`config.mk`:
```
export PLATFORM = sky130hd
export DESIGN_NAME = mipi_rx_frame_ctrl_flat
export DESIGN_NICKNAME = d
export VERILOG_FILES = /design/src/rtl/mipi_rx_frame_ctrl_if.sv /design/src/rtl/mipi_rx_frame_ctrl.sv /design/src/flat_wrapper.sv
export SDC_FILE = /design/constraint.sdc
export NUM_CORES = 1
export LEC_CHECK = 0
export CORE_MARGIN = 2
export CORE_UTILIZATION = 50
export DETAILED_ROUTE_END_ITERATION = 12
export HOLD_SLACK_MARGIN = 0.15
export PLACE_DENSITY = 0.75
export SKIP_CTS_REPAIR_TIMING = 1
export SLEW_MARGIN = 20
export SYNTH_ARGS = -nofsm -noshare
export SYNTH_HDL_FRONTEND = slang
export SYNTH_SLANG_ARGS = --single-unit
```
`constraint.sdc`:
```
create_clock -name sclk -period 7.1 [get_ports sclk]
set_input_delay 1.065 -clock sclk [delete_from_list [all_inputs] [get_ports sclk]]
set_output_delay 1.065 -clock sclk [all_outputs]
set_load 0.02 [all_outputs]
```
`src/rtl/mipi_rx_frame_ctrl_if.sv`:
```
// Control, raw-stream and frame-stream signals of the MIPI RX capture sequencer.
// master: software control plus packet handler (stimulus side).
// slave: the sequencer.
interface mipi_rx_frame_ctrl_if #(
  parameter int unsigned CNT_W = 16
);
  logic             cap_start;
  logic             cap_stop;
  logic             cap_single;
  logic             raw_vld;
  logic [15:0]      raw_data;
  logic             raw_vsync;
  logic             packet_done;
  logic             invalid_start;
  logic             align_re_find;
  logic             frm_vld;
  logic [15:0]      frm_data;
  logic             frm_sof;
  logic             frm_eof;
  logic             busy;
  logic [CNT_W-1:0] frame_cnt;
  logic [CNT_W-1:0] err_cnt;
  logic             err_flag;

  modport master (
    output cap_start, cap_stop, cap_single, raw_vld, raw_data, raw_vsync, packet_done,
           invalid_start,
    input  align_re_find, frm_vld, frm_data, frm_sof, frm_eof, busy, frame_cnt, err_cnt,
           err_flag
  );

  modport slave (
    input  cap_start, cap_stop, cap_single, raw_vld, raw_data, raw_vsync, packet_done,
           invalid_start,
    output align_re_find, frm_vld, frm_data, frm_sof, frm_eof, busy, frame_cnt, err_cnt,
           err_flag
  );
endinterface

```
`src/rtl/mipi_rx_frame_ctrl.sv`:
```
// Capture sequencer for the 2-lane MIPI RX path: arms/disarms capture, gates the raw word
// stream to whole frames, checks frame geometry and forces aligner re-hunt on stalls/errors.
module mipi_rx_frame_ctrl #(
  parameter int unsigned LINES      = 480,
  parameter int unsigned LINE_WORDS = 640,
  parameter int unsigned WDOG_CYC   = 65535,
  parameter int unsigned RESYNC_CYC = 16,
  parameter int unsigned CNT_W      = 16
) (
  input  logic                  sclk,
  input  logic                  s_rst_n,
  mipi_rx_frame_ctrl_if.slave   bus
);

  localparam int unsigned LineW = $clog2(LINES + 1);
  // One spare code so an over-long line can never alias to LINE_WORDS.
  localparam int unsigned WordW = $clog2(LINE_WORDS + 2);
  localparam int unsigned WdogW = $clog2(WDOG_CYC + 1);
  localparam int unsigned RsW   = $clog2(RESYNC_CYC + 1);

  typedef enum logic [2:0] {StIdle, StWaitVs, StCapture, StFlush, StResync} state_e;

  state_e           state_q, state_d;
  logic             vsync_d1_q;
  logic             single_q, single_d;
  logic             stop_pend_q, stop_pend_d;
  logic             sof_pend_q, sof_pend_d;
  logic             err_flag_q, err_flag_d;
  logic [LineW-1:0] line_cnt_q, line_cnt_d;
  logic [WordW-1:0] word_cnt_q, word_cnt_d;
  logic [WdogW-1:0] wdog_q, wdog_d;
  logic [RsW-1:0]   rs_cnt_q, rs_cnt_d;
  logic             frm_vld_q, frm_sof_q;
  logic [15:0]      frm_data_q;
  logic [CNT_W-1:0] frame_cnt_q, err_cnt_q;

  logic             vs_rise, wdog_exp, armed;
  logic [WordW-1:0] words_now;
  logic             fwd, err, count_frame, geo_err, frame_done, activity;

  assign vs_rise  = bus.raw_vsync & ~vsync_d1_q;
  assign armed    = (state_q == StWaitVs) || (state_q == StCapture);
  assign wdog_exp = armed && (wdog_q == WdogW'(WDOG_CYC));
  // Word in the same cycle as packet_done is counted before the length check.
  assign words_now = (bus.raw_vld && (word_cnt_q != '1)) ? word_cnt_q + 1'b1 : word_cnt_q;

  // Next-state, geometry checks and forwarding decision.
  always_comb begin
    state_d     = state_q;
    single_d    = single_q;
    stop_pend_d = stop_pend_q;
    sof_pend_d  = sof_pend_q;
    err_flag_d  = err_flag_q;
    line_cnt_d  = line_cnt_q;
    word_cnt_d  = word_cnt_q;
    rs_cnt_d    = '0;
    fwd         = 1'b0;
    err         = 1'b0;
    count_frame = 1'b0;
    geo_err     = 1'b0;
    frame_done  = 1'b0;

    if (state_q != StIdle && bus.cap_stop) stop_pend_d = 1'b1;

    unique case (state_q)
      StIdle: begin
        if (bus.cap_start) begin
          state_d    = StWaitVs;
          single_d   = bus.cap_single;
          err_flag_d = 1'b0;
        end
      end
      StWaitVs: begin
        if (bus.invalid_start || wdog_exp) begin
          err = 1'b1;
        end else if (bus.cap_stop) begin
          state_d = StIdle;
        end else if (vs_rise) begin
          state_d    = StCapture;
          line_cnt_d = '0;
          word_cnt_d = '0;
          sof_pend_d = 1'b1;
        end
      end
      StCapture: begin
        fwd        = bus.raw_vld;
        word_cnt_d = words_now;
        if (bus.packet_done) begin
          if (words_now != WordW'(LINE_WORDS)) begin
            geo_err = 1'b1;
          end else begin
            word_cnt_d = '0;
            line_cnt_d = line_cnt_q + 1'b1;
            frame_done = (line_cnt_q == LineW'(LINES - 1));
          end
        end
        if (vs_rise && !frame_done) geo_err = 1'b1;
        if (geo_err || bus.invalid_start || wdog_exp) err = 1'b1;
        else if (frame_done) state_d = StFlush;
      end
      StFlush: begin
        count_frame = 1'b1;
        state_d = (stop_pend_q || bus.cap_stop || single_q) ? StIdle : StWaitVs;
      end
      StResync: begin
        rs_cnt_d = rs_cnt_q + 1'b1;
        if (rs_cnt_q == RsW'(RESYNC_CYC - 1)) begin
          state_d = (stop_pend_q || bus.cap_stop) ? StIdle : StWaitVs;
        end
      end
      default: state_d = StIdle;
    endcase

    // Any error source wins over frame completion and counts once.
    if (err) begin
      state_d    = StResync;
      err_flag_d = 1'b1;
      fwd        = 1'b0;
    end
    if (fwd) sof_pend_d = 1'b0;
    if (state_d == StIdle) stop_pend_d = 1'b0;
  end

  // Watchdog: counts quiet cycles while armed; any activity or state change restarts it.
  always_comb begin
    activity = bus.raw_vld || bus.packet_done || ((state_q == StWaitVs) && vs_rise);
    if (armed && (state_d == state_q) && !activity) wdog_d = wdog_q + 1'b1;
    else wdog_d = '0;
  end

  // State and datapath registers.
  always_ff @(posedge sclk or negedge s_rst_n) begin
    if (!s_rst_n) begin
      state_q     <= StIdle;
      vsync_d1_q  <= 1'b0;
      single_q    <= 1'b0;
      stop_pend_q <= 1'b0;
      sof_pend_q  <= 1'b0;
      err_flag_q  <= 1'b0;
      line_cnt_q  <= '0;
      word_cnt_q  <= '0;
      wdog_q      <= '0;
      rs_cnt_q    <= '0;
      frm_vld_q   <= 1'b0;
      frm_sof_q   <= 1'b0;
      frm_data_q  <= '0;
      frame_cnt_q <= '0;
      err_cnt_q   <= '0;
    end else begin
      state_q     <= state_d;
      vsync_d1_q  <= bus.raw_vsync;
      single_q    <= single_d;
      stop_pend_q <= stop_pend_d;
      sof_pend_q  <= sof_pend_d;
      err_flag_q  <= err_flag_d;
      line_cnt_q  <= line_cnt_d;
      word_cnt_q  <= word_cnt_d;
      wdog_q      <= wdog_d;
      rs_cnt_q    <= rs_cnt_d;
      frm_vld_q   <= fwd;
      frm_sof_q   <= fwd & sof_pend_q;
      if (fwd) frm_data_q <= bus.raw_data;
      if (count_frame) frame_cnt_q <= frame_cnt_q + 1'b1;
      if (err && (err_cnt_q != '1)) err_cnt_q <= err_cnt_q + 1'b1;
    end
  end

  assign bus.align_re_find = (state_q == StResync);
  assign bus.busy          = (state_q != StIdle);
  assign bus.frm_eof       = (state_q == StFlush);
  assign bus.frm_vld       = frm_vld_q;
  assign bus.frm_sof       = frm_sof_q;
  assign bus.frm_data      = frm_data_q;
  assign bus.frame_cnt     = frame_cnt_q;
  assign bus.err_cnt       = err_cnt_q;
  assign bus.err_flag      = err_flag_q;

endmodule
```
`src/flat_wrapper.sv`:
```
// flat-port wrapper written by rule: the top's interface ports become plain ports
module mipi_rx_frame_ctrl_flat 
#(
  parameter int unsigned LINES      = 480,
  parameter int unsigned LINE_WORDS = 640,
  parameter int unsigned WDOG_CYC   = 65535,
  parameter int unsigned RESYNC_CYC = 16,
  parameter int unsigned CNT_W      = 16
)
  (sclk, s_rst_n, bus_cap_start, bus_cap_stop, bus_cap_single, bus_raw_vld, bus_raw_data, bus_raw_vsync, bus_packet_done, bus_invalid_start, bus_align_re_find, bus_frm_vld, bus_frm_data, bus_frm_sof, bus_frm_eof, bus_busy, bus_frame_cnt, bus_err_cnt, bus_err_flag);
  mipi_rx_frame_ctrl_if #(.CNT_W(CNT_W)) bus_i ();
  input  logic sclk;
  input  logic s_rst_n;
  input wire logic [$bits(bus_i.cap_start)-1:0] bus_cap_start;
  input wire logic [$bits(bus_i.cap_stop)-1:0] bus_cap_stop;
  input wire logic [$bits(bus_i.cap_single)-1:0] bus_cap_single;
  input wire logic [$bits(bus_i.raw_vld)-1:0] bus_raw_vld;
  input wire logic [$bits(bus_i.raw_data)-1:0] bus_raw_data;
  input wire logic [$bits(bus_i.raw_vsync)-1:0] bus_raw_vsync;
  input wire logic [$bits(bus_i.packet_done)-1:0] bus_packet_done;
  input wire logic [$bits(bus_i.invalid_start)-1:0] bus_invalid_start;
  output wire logic [$bits(bus_i.align_re_find)-1:0] bus_align_re_find;
  output wire logic [$bits(bus_i.frm_vld)-1:0] bus_frm_vld;
  output wire logic [$bits(bus_i.frm_data)-1:0] bus_frm_data;
  output wire logic [$bits(bus_i.frm_sof)-1:0] bus_frm_sof;
  output wire logic [$bits(bus_i.frm_eof)-1:0] bus_frm_eof;
  output wire logic [$bits(bus_i.busy)-1:0] bus_busy;
  output wire logic [$bits(bus_i.frame_cnt)-1:0] bus_frame_cnt;
  output wire logic [$bits(bus_i.err_cnt)-1:0] bus_err_cnt;
  output wire logic [$bits(bus_i.err_flag)-1:0] bus_err_flag;
  assign bus_i.cap_start = bus_cap_start;
  assign bus_i.cap_stop = bus_cap_stop;
  assign bus_i.cap_single = bus_cap_single;
  assign bus_i.raw_vld = bus_raw_vld;
  assign bus_i.raw_data = bus_raw_data;
  assign bus_i.raw_vsync = bus_raw_vsync;
  assign bus_i.packet_done = bus_packet_done;
  assign bus_i.invalid_start = bus_invalid_start;
  assign bus_align_re_find = bus_i.align_re_find;
  assign bus_frm_vld = bus_i.frm_vld;
  assign bus_frm_data = bus_i.frm_data;
  assign bus_frm_sof = bus_i.frm_sof;
  assign bus_frm_eof = bus_i.frm_eof;
  assign bus_busy = bus_i.busy;
  assign bus_frame_cnt = bus_i.frame_cnt;
  assign bus_err_cnt = bus_i.err_cnt;
  assign bus_err_flag = bus_i.err_flag;
  mipi_rx_frame_ctrl #(.LINES(LINES), .LINE_WORDS(LINE_WORDS), .WDOG_CYC(WDOG_CYC), .RESYNC_CYC(RESYNC_CYC), .CNT_W(CNT_W)) u_core (.sclk(sclk), .s_rst_n(s_rst_n), .bus(bus_i));
endmodule
```
==> summary.txt, run 1 <==
Synthesis
  – Post-Syn Area: between 4000 and 5000 sq um
  – Post-synth EDFFs: 0
  – Post-synthesis sequential area ratio: 0.501
  – Yosys warns: 0
  – Share of flip-flops with an asynchronous set or reset: 1.00
  – Avg Inst Size Synth: 10.6 sq um
  – Post-synthesis cell type count: 57
  – Net Count, Synth: approximately 500
  – FF+latch count, synth: between 90 and 100
  – Gate Count Post-Synth: between 400 and 500
  – Most used DFF post-synth: dfrtp_1

Floorplanning
  – IO Count: 79
  – Die width: around 100 um
  – Die area: around 11000 sq um
  – Core ar.: 9640 sq um
  – Row count: 36
  – Initial Util: 0.507
  – Die height: around 100 um

Layout
  – # nets final: roughly 570
  – N_diodes: 0
  – Utilization after layout: 0.617
  – P&R area growth vs syn: 21.5%
  – Fraction of layout cells with a size suffix above 1: 0.109
  – Finished Cell Area: between 5000 and 6000 sq um

Worst setup path
  – Arr. time, crit path: between 4000 and 5000 ps
  – Crit start category: input port
  – CP max FO: 19
  – WS Path Type: in2reg
  – Critical Path Sink Type: flip-flop
  – CP required: approximately 7400 ps

Clocking
  – CTS buffer count: 9
  – Worst skew pair latency: about 350 ps
  – Worst-path clk slew: about 90 ps
  – Clk sinks: approximately 100
  – CTS tree: done
  – CTS root buf: clkbuf_8
  – Clock tree buffer depth: 2
  – H-tree depth: 3

STA
  – Sum Neg Setup Slack: 0 ps
  – Slew margin rel.: 0.274
  – PnR worst setup slack: between 2000 and 3000 ps
  – Maximum clock rate: between 200 and 250 MHz
  – Clock Skews: around 11 ps
  – Final Setup Violations: 0
  – Fin. Hold Viols: 0
  – Min Tclk post-route: about 4300 ps
  – Worst-margin pin slew: about 1100 ps
  – Period utilisation layout: 0.610
  – Slew Viols, Final: 0
  – RSZ-0062 raised after global routing: no

Job
  – MaxCap Viol Count: 0

Routing
  – Drt first pass iters: 4
  – Drc violations: 0
  – Avg WL per Cell: approximately 15 um
  – Drt via density: 5.44
  – Post-Route WL: around 9900 um
  – Via count: ~3700
  – DRT antenna net count: 0
  – Initial DRC count: 150

Placed design
  – DP HPWL: around 7000 um
  – DP Area: ~5700 sq um
  – Buffers on Ports: just under 80
  – Routability Congestion: about 0.92
  – Dpl ws: roughly 2400 ps

GRT
  – Overflow after GRT: 0
  – Total global routing track utilization: 0.201
  – Wire length of the first global-routing pass: ~17000 um
  – Vias in the first global route: 3541
  – Largest net degree at the start of global routing: 78
  – Initial antenna violation count: 0

Min path
  – HP Class: reg2reg

Power
  – Leak: about 0.0027 uW
  – PD cells: between 200 and 250 nW/um^2
  – Maximum vdd drop: 0.226 mV
  – Pwr Total: approximately 1400 uW

Status
  – Status: finished clean
## path summary, 6_finish.rpt
kind,start,endpoint,slack (ps),cells past startpoint
max,bus_raw_vld,u_core.wdog_q[5],2770,9
min,u_core.rs_cnt_q[0],u_core.rs_cnt_q[0],460,1
max reg2reg,u_core.word_cnt_q[0],u_core.wdog_q[5],3550,9
min reg2reg,u_core.rs_cnt_q[0],u_core.rs_cnt_q[0],460,1
max in group asynchronous,s_rst_n,u_core.bus.frm_data[4],5250,2
min in group asynchronous,s_rst_n,u_core.bus.frame_cnt[13],590,1
## placed cells by master, fill, tap and decap left out, drive strengths merged, types with 4 or more instances in the layout
cell | netlist | final
a31oi | 5 | 5
mux2 | 21 | 21
and4 | 6 | 6
ha | 7 | 7
nor3b | 4 | 4
nor3 | 10 | 10
nor4 | 5 | 5
clkdlybuf4s50 | 0 | 77
and3 | 14 | 14
xnor2 | 23 | 23
xor2 | 32 | 32
nor2 | 54 | 54
or3 | 4 | 4
and2 | 5 | 5
nor2b | 4 | 4
dfrtp | 98 | 98
nand4 | 16 | 16
o21ai | 15 | 15
nand2b | 4 | 4
nand2 | 39 | 39
nand3 | 28 | 28
inv | 11 | 11
clkbuf | 5 | 12
## cells in the mapped netlist (3+ instances only)
master,instances,area [sq um]
dfrtp_1,98,2450
nor2_1,43,161
nand2_1,39,146
xor2_1,32,280
nand3_1,26,130
xnor2_1,23,201
mux2_2,18,203
nand4_1,15,93.8
and3_1,14,87.6
o21ai_0,14,70.1
inv_1,11,41.3
nor2_2,11,68.8
nor3_1,10,50.1
ha_1,7,87.6
and4_1,6,52.6
buf_2,6,30.0
a31oi_1,5,31.3
and2_1,5,31.3
buf_4,5,37.5
clkbuf_1,5,18.8
nor4_1,5,31.3
nand2b_1,4,25.0
nor2b_1,4,25.0
nor3b_1,4,30.0
a21o_1,3,22.5
a22oi_1,3,22.5
mux2_1,3,33.8
nor4b_1,3,26.3
or2_2,3,18.8
or3_1,3,18.8
## cell type report
| cell class | count | area [sq um] |
|---|---|---|
| Tap cell | 133 | 166 |
| Inverter | 11 | 41.3 |
| Multi-Input combinational cell | 335 | 2280 |
| Timing Repair Buffer | 80 | 793 |
| Clock inverter | 4 | 50.0 |
| Clock buffer | 12 | 155 |
| Fill cell | 831 | 3700 |
| Sequential cell | 98 | 2450 |
## power by group
group | internal (uW) | total, uW | switching, uW
clock network | 182 | 366 | 184
logic | 154 | 330 | 176
registers | 618 | 685 | 67.5
total | 954 | 1380 | 428
## flip-flops by register name (all words and copies together) (netlist names)
signal and flops:
u_core.bus.err_cnt 16, u_core.single_q 1, u_core.wdog_q 16, u_core.stop_pend_q 1, u_core.word_cnt_q 10, u_core.bus.frm_vld 1, u_core.bus.frame_cnt 16, u_core.vsync_d1_q 1
u_core.sof_pend_q 1, u_core.bus.frm_data 16, u_core.state_q 3, u_core.bus.frm_sof 1, u_core.line_cnt_q 9, u_core.bus.err_flag 1, u_core.rs_cnt_q 5
## cell families after synthesis
logic type | Yosys count | share of synthesized area
AO/OA/AOI/OAI | 49 | 0.0791
XOR/XNOR | 55 | 0.0985
adder cells (fa/ha/maj) | 7 | 0.0179
buffers and inverters | 30 | 0.0315
flip-flops | 98 | 0.501
multiplexers | 23 | 0.0524
AND/OR/NAND/NOR | 201 | 0.219
## routing by layer
metal,GRT usage,up-vias,wire length [um]
met2,0.311,84,4560
met3,0.0393,8,416
met1,0.286,1806,4810
li1,-,1760,-
met4,0.0719,0,116
met5,0,-,0
## metrics by stage
step           hold slack (ps)  instances
2_1_floorplan              433        463
3_3_place_gp               443        657
3_5_place_dp               454        657
4_1_cts                    465        673
5_1_grt                    500        673
6_report                   460        673
## critical path, cell delays in order
cell,delay (ps)
clkdlybuf4s50_1,710
nand4_1,260
or3_1,410
or3_4,370
a221oi_4,330
a41oi_2,220
a32oi_4,650
nand3_4,370
nor2_1,210
No activity file was read; power rests on OpenSTA's default activity.
==> run 2: changes to the inputs <==
--- a/config.mk
+++ b/config.mk
@@ -6,10 +6,10 @@
 export NUM_CORES = 1
 export LEC_CHECK = 0
 export CORE_MARGIN = 2
-export CORE_UTILIZATION = 50
+export CORE_UTILIZATION = 49
 export DETAILED_ROUTE_END_ITERATION = 12
 export HOLD_SLACK_MARGIN = 0.15
-export PLACE_DENSITY = 0.75
+export PLACE_DENSITY = 0.77
 export SKIP_CTS_REPAIR_TIMING = 1
 export SLEW_MARGIN = 20
 export SYNTH_ARGS = -nofsm -noshare
==> constraint.sdc (replaced) <==
create_clock -name sclk -period 3.7 [get_ports sclk]
set_input_delay 0.555 -clock sclk [delete_from_list [all_inputs] [get_ports sclk]]
set_output_delay 0.555 -clock sclk [all_outputs]
set_load 0.02 [all_outputs]
==> run 2 against run 1 <==
Effect of this change:
- die area is 2.0% higher
- critical path depth stayed put
- sequential power rose by 93%
- sequential share of layout area fell by 0.59 points
- final cell count rose by 1.2%
- worst hold slack got worse by 160 ps
- routed wire length is 1.4% lower
- flip-flop and latch count did not move
- worst setup slack worse by 2300 ps
- via count is the same
- clock skew is 0.78 ps lower
- clock-buffer cell count is 1 lower
- largest cell class unchanged
- largest power group unchanged
==> summary.txt, run 2 (same netlist as run 1, synthesis figures left out) <==
Status
  – Status: finished clean (unchanged)

Floorplanning
  – Initial Util: 0.503 (was 0.507)
  – Core ar.: 9730 sq um (was 9640 sq um)
  – Die area: 10800 sq um (was 10600 sq um)
  – Die width: 104 um (was 103 um)
  – Die height: 104 um (was 103 um)
  – Row count: 36 (unchanged)
  – IO Count: 79 (unchanged)

Placed design
  – Post-placement cell count: 665 (was 657)
  – DP HPWL: 7010 um (was 7020 um)
  – Buffers on Ports: 78 (unchanged)
  – Dpl ws: 102 ps (was 2450 ps)
  – Routability Congestion: 0.912 (was 0.917)

Worst setup path
  – Arr. time, crit path: 3450 ps (was 4610 ps)
  – CP required: 3940 ps (was 7380 ps)
  – CP max FO: 17 (was 19)
  – WS Path Type: in2reg (unchanged)
  – Crit start category: input port (unchanged)
  – Critical Path Sink Type: flip-flop (unchanged)

Layout
  – Finished Layout Cells: 681 (was 673)
  – Commonest non-fill, non-tap cells in the layout: dfrtp_1, clkdlybuf4s50_1, nor2_1, nand2_1, xor2_1 (unchanged)
  – Reg area: 2450 sq um (unchanged)
  – N_diodes: 0 (unchanged)
  – Multi-input logic area: 2280 sq um (unchanged)
  – Most common cell after layout, fill and taps aside: dfrtp_1 (unchanged)
  – P&R area growth vs syn: 23.3% (was 21.5%)
  – # nets final: 575 (was 567)
  – Fraction of layout cells with a size suffix above 1: 0.122 (was 0.109)
  – Fill count: 814 (was 831)

Power
  – Maximum vdd drop: 0.325 mV (was 0.226 mV)
  – Leak: 0.00271 uW (was 0.00266 uW)
  – PD cells: 452 nW/um^2 (was 232 nW/um^2)

Min path
  – HP Class: in2async (was reg2reg)

Routing
  – Drt via density: 5.37 (was 5.44)
  – Post-Route WL: 9770 um (was 9910 um)
  – Initial DRC count: 148 (was 150)
  – Drt first pass iters: 4 (unchanged)
  – Drc violations: 0 (unchanged)
  – Via count: 3658 (unchanged)
  – DRT antenna net count: 0 (unchanged)
  – Avg WL per Cell: 14.3 um (was 14.7 um)

STA
  – Hold_ws: 298 ps (was 460 ps)
  – Sum Neg Setup Slack: 0 ps (unchanged)
  – Min Tclk post-route: around 3200 ps
  – Slew Viols, Final: 0 (unchanged)
  – PnR worst setup slack: 487 ps (was 2770 ps)
  – Worst-margin pin slew: 940 ps (was 1060 ps)
  – Slew margin rel.: 0.374 (was 0.274)
  – Period utilisation layout: 0.869
  – Final Setup Violations: 0 (unchanged)
  – RSZ-0062 raised after global routing: no (unchanged)
  – Maximum clock rate: 311 MHz
  – Clock Skews: 9.98 ps (was 10.8 ps)
  – Fin. Hold Viols: 0 (unchanged)

Job
  – MaxCap Viol Count: 0 (unchanged)

GRT
  – Vias in the first global route: 3658 (was 3541)
  – Largest net degree at the start of global routing: 76 (was 78)
  – Wire length of the first global-routing pass: 16800 um (about the same)
  – Overflow after GRT: 0 (unchanged)
  – Initial antenna violation count: 0 (unchanged)
  – Total global routing track utilization: 0.187 (was 0.201)

Clocking
  – Clock tree buffer depth: 2 (unchanged)
  – CTS buffer count: 9 (unchanged)
  – Clk sinks: 98 (unchanged)
  – Worst skew pair latency: 350 ps (about the same)
  – CTS root buf: clkbuf_8 (unchanged)
  – Worst-path clk slew: 90 ps (about the same)
  – CTS tree: done (unchanged)
  – H-tree depth: 3 (unchanged)
[run 2: changes by cell type in the layout (fill, tap and decap cells not counted), sizes merged]
| cell | change |
|---|---|
| buf | +8 |
| bufinv | +1 |
| clkbuf | -1 |
| clkinv | +1 |
| clkinvlp | -1 |
[run 2: final cells by class]
type                       count  area share
clock buffer                  11      0.0234
clock inverter                 5      0.0129
timing repair buffer          88       0.144
inverter                      11     0.00685
tap                          133      0.0276
sequential                    98       0.407
multi-input combinational    335       0.379
[run 2: worst paths after layout]
kind	from	endpoint	slack [ps]	depth (start not counted)
hold reg to reg	u_core.bus.frame_cnt[15]	u_core.bus.frame_cnt[15]	480	1
setup reg to reg	u_core.word_cnt_q[0]	u_core.bus.frm_data[10]	490	9
max in group asynchronous	s_rst_n	u_core.stop_pend_q	2620	2
hold / removal	s_rst_n	u_core.wdog_q[9]	300	1
min in group sclk	u_core.bus.frame_cnt[15]	u_core.bus.frame_cnt[15]	480	1
setup / recovery	bus_raw_vld	u_core.bus.frm_data[10]	490	9
[run 2: critical path, cell delays in order]
cell	delay, ps
clkdlybuf4s50_1	580
nand4_1	140
or3_1	360
or3_4	360
a221oi_4	330
a41oi_2	210
nand2_1	110
nand3_2	350
mux2_1	450
[run 2: routing by layer]
metal  global-route usage  share of wire  vias to the layer above  wire length (um)
met5                    0              0                        -                 0
met4               0.0463         0.0081                        0                79
met3               0.0551          0.065                        8               633
met2                0.306           0.47                      101              4600
met1                0.245           0.46                     1768              4450
li1                     -              -                     1781                 -
[run 2: report_power, final]
part           switching, uW  leakage [uW]  internal [uW]
combinational            344       0.00126            311
sequential               130       0.00134           1190
clock                    356      0.000109            398
[run 2: stage by stage]
step	utilization	cell area [sq um]	total power (uW)
floorplan	-	4890	1700
global placement	0.597	5810	1970
detailed placement	0.597	5810	2000
CTS	0.620	6030	2750
global route	0.620	6030	2880
finish	0.620	6030	2720
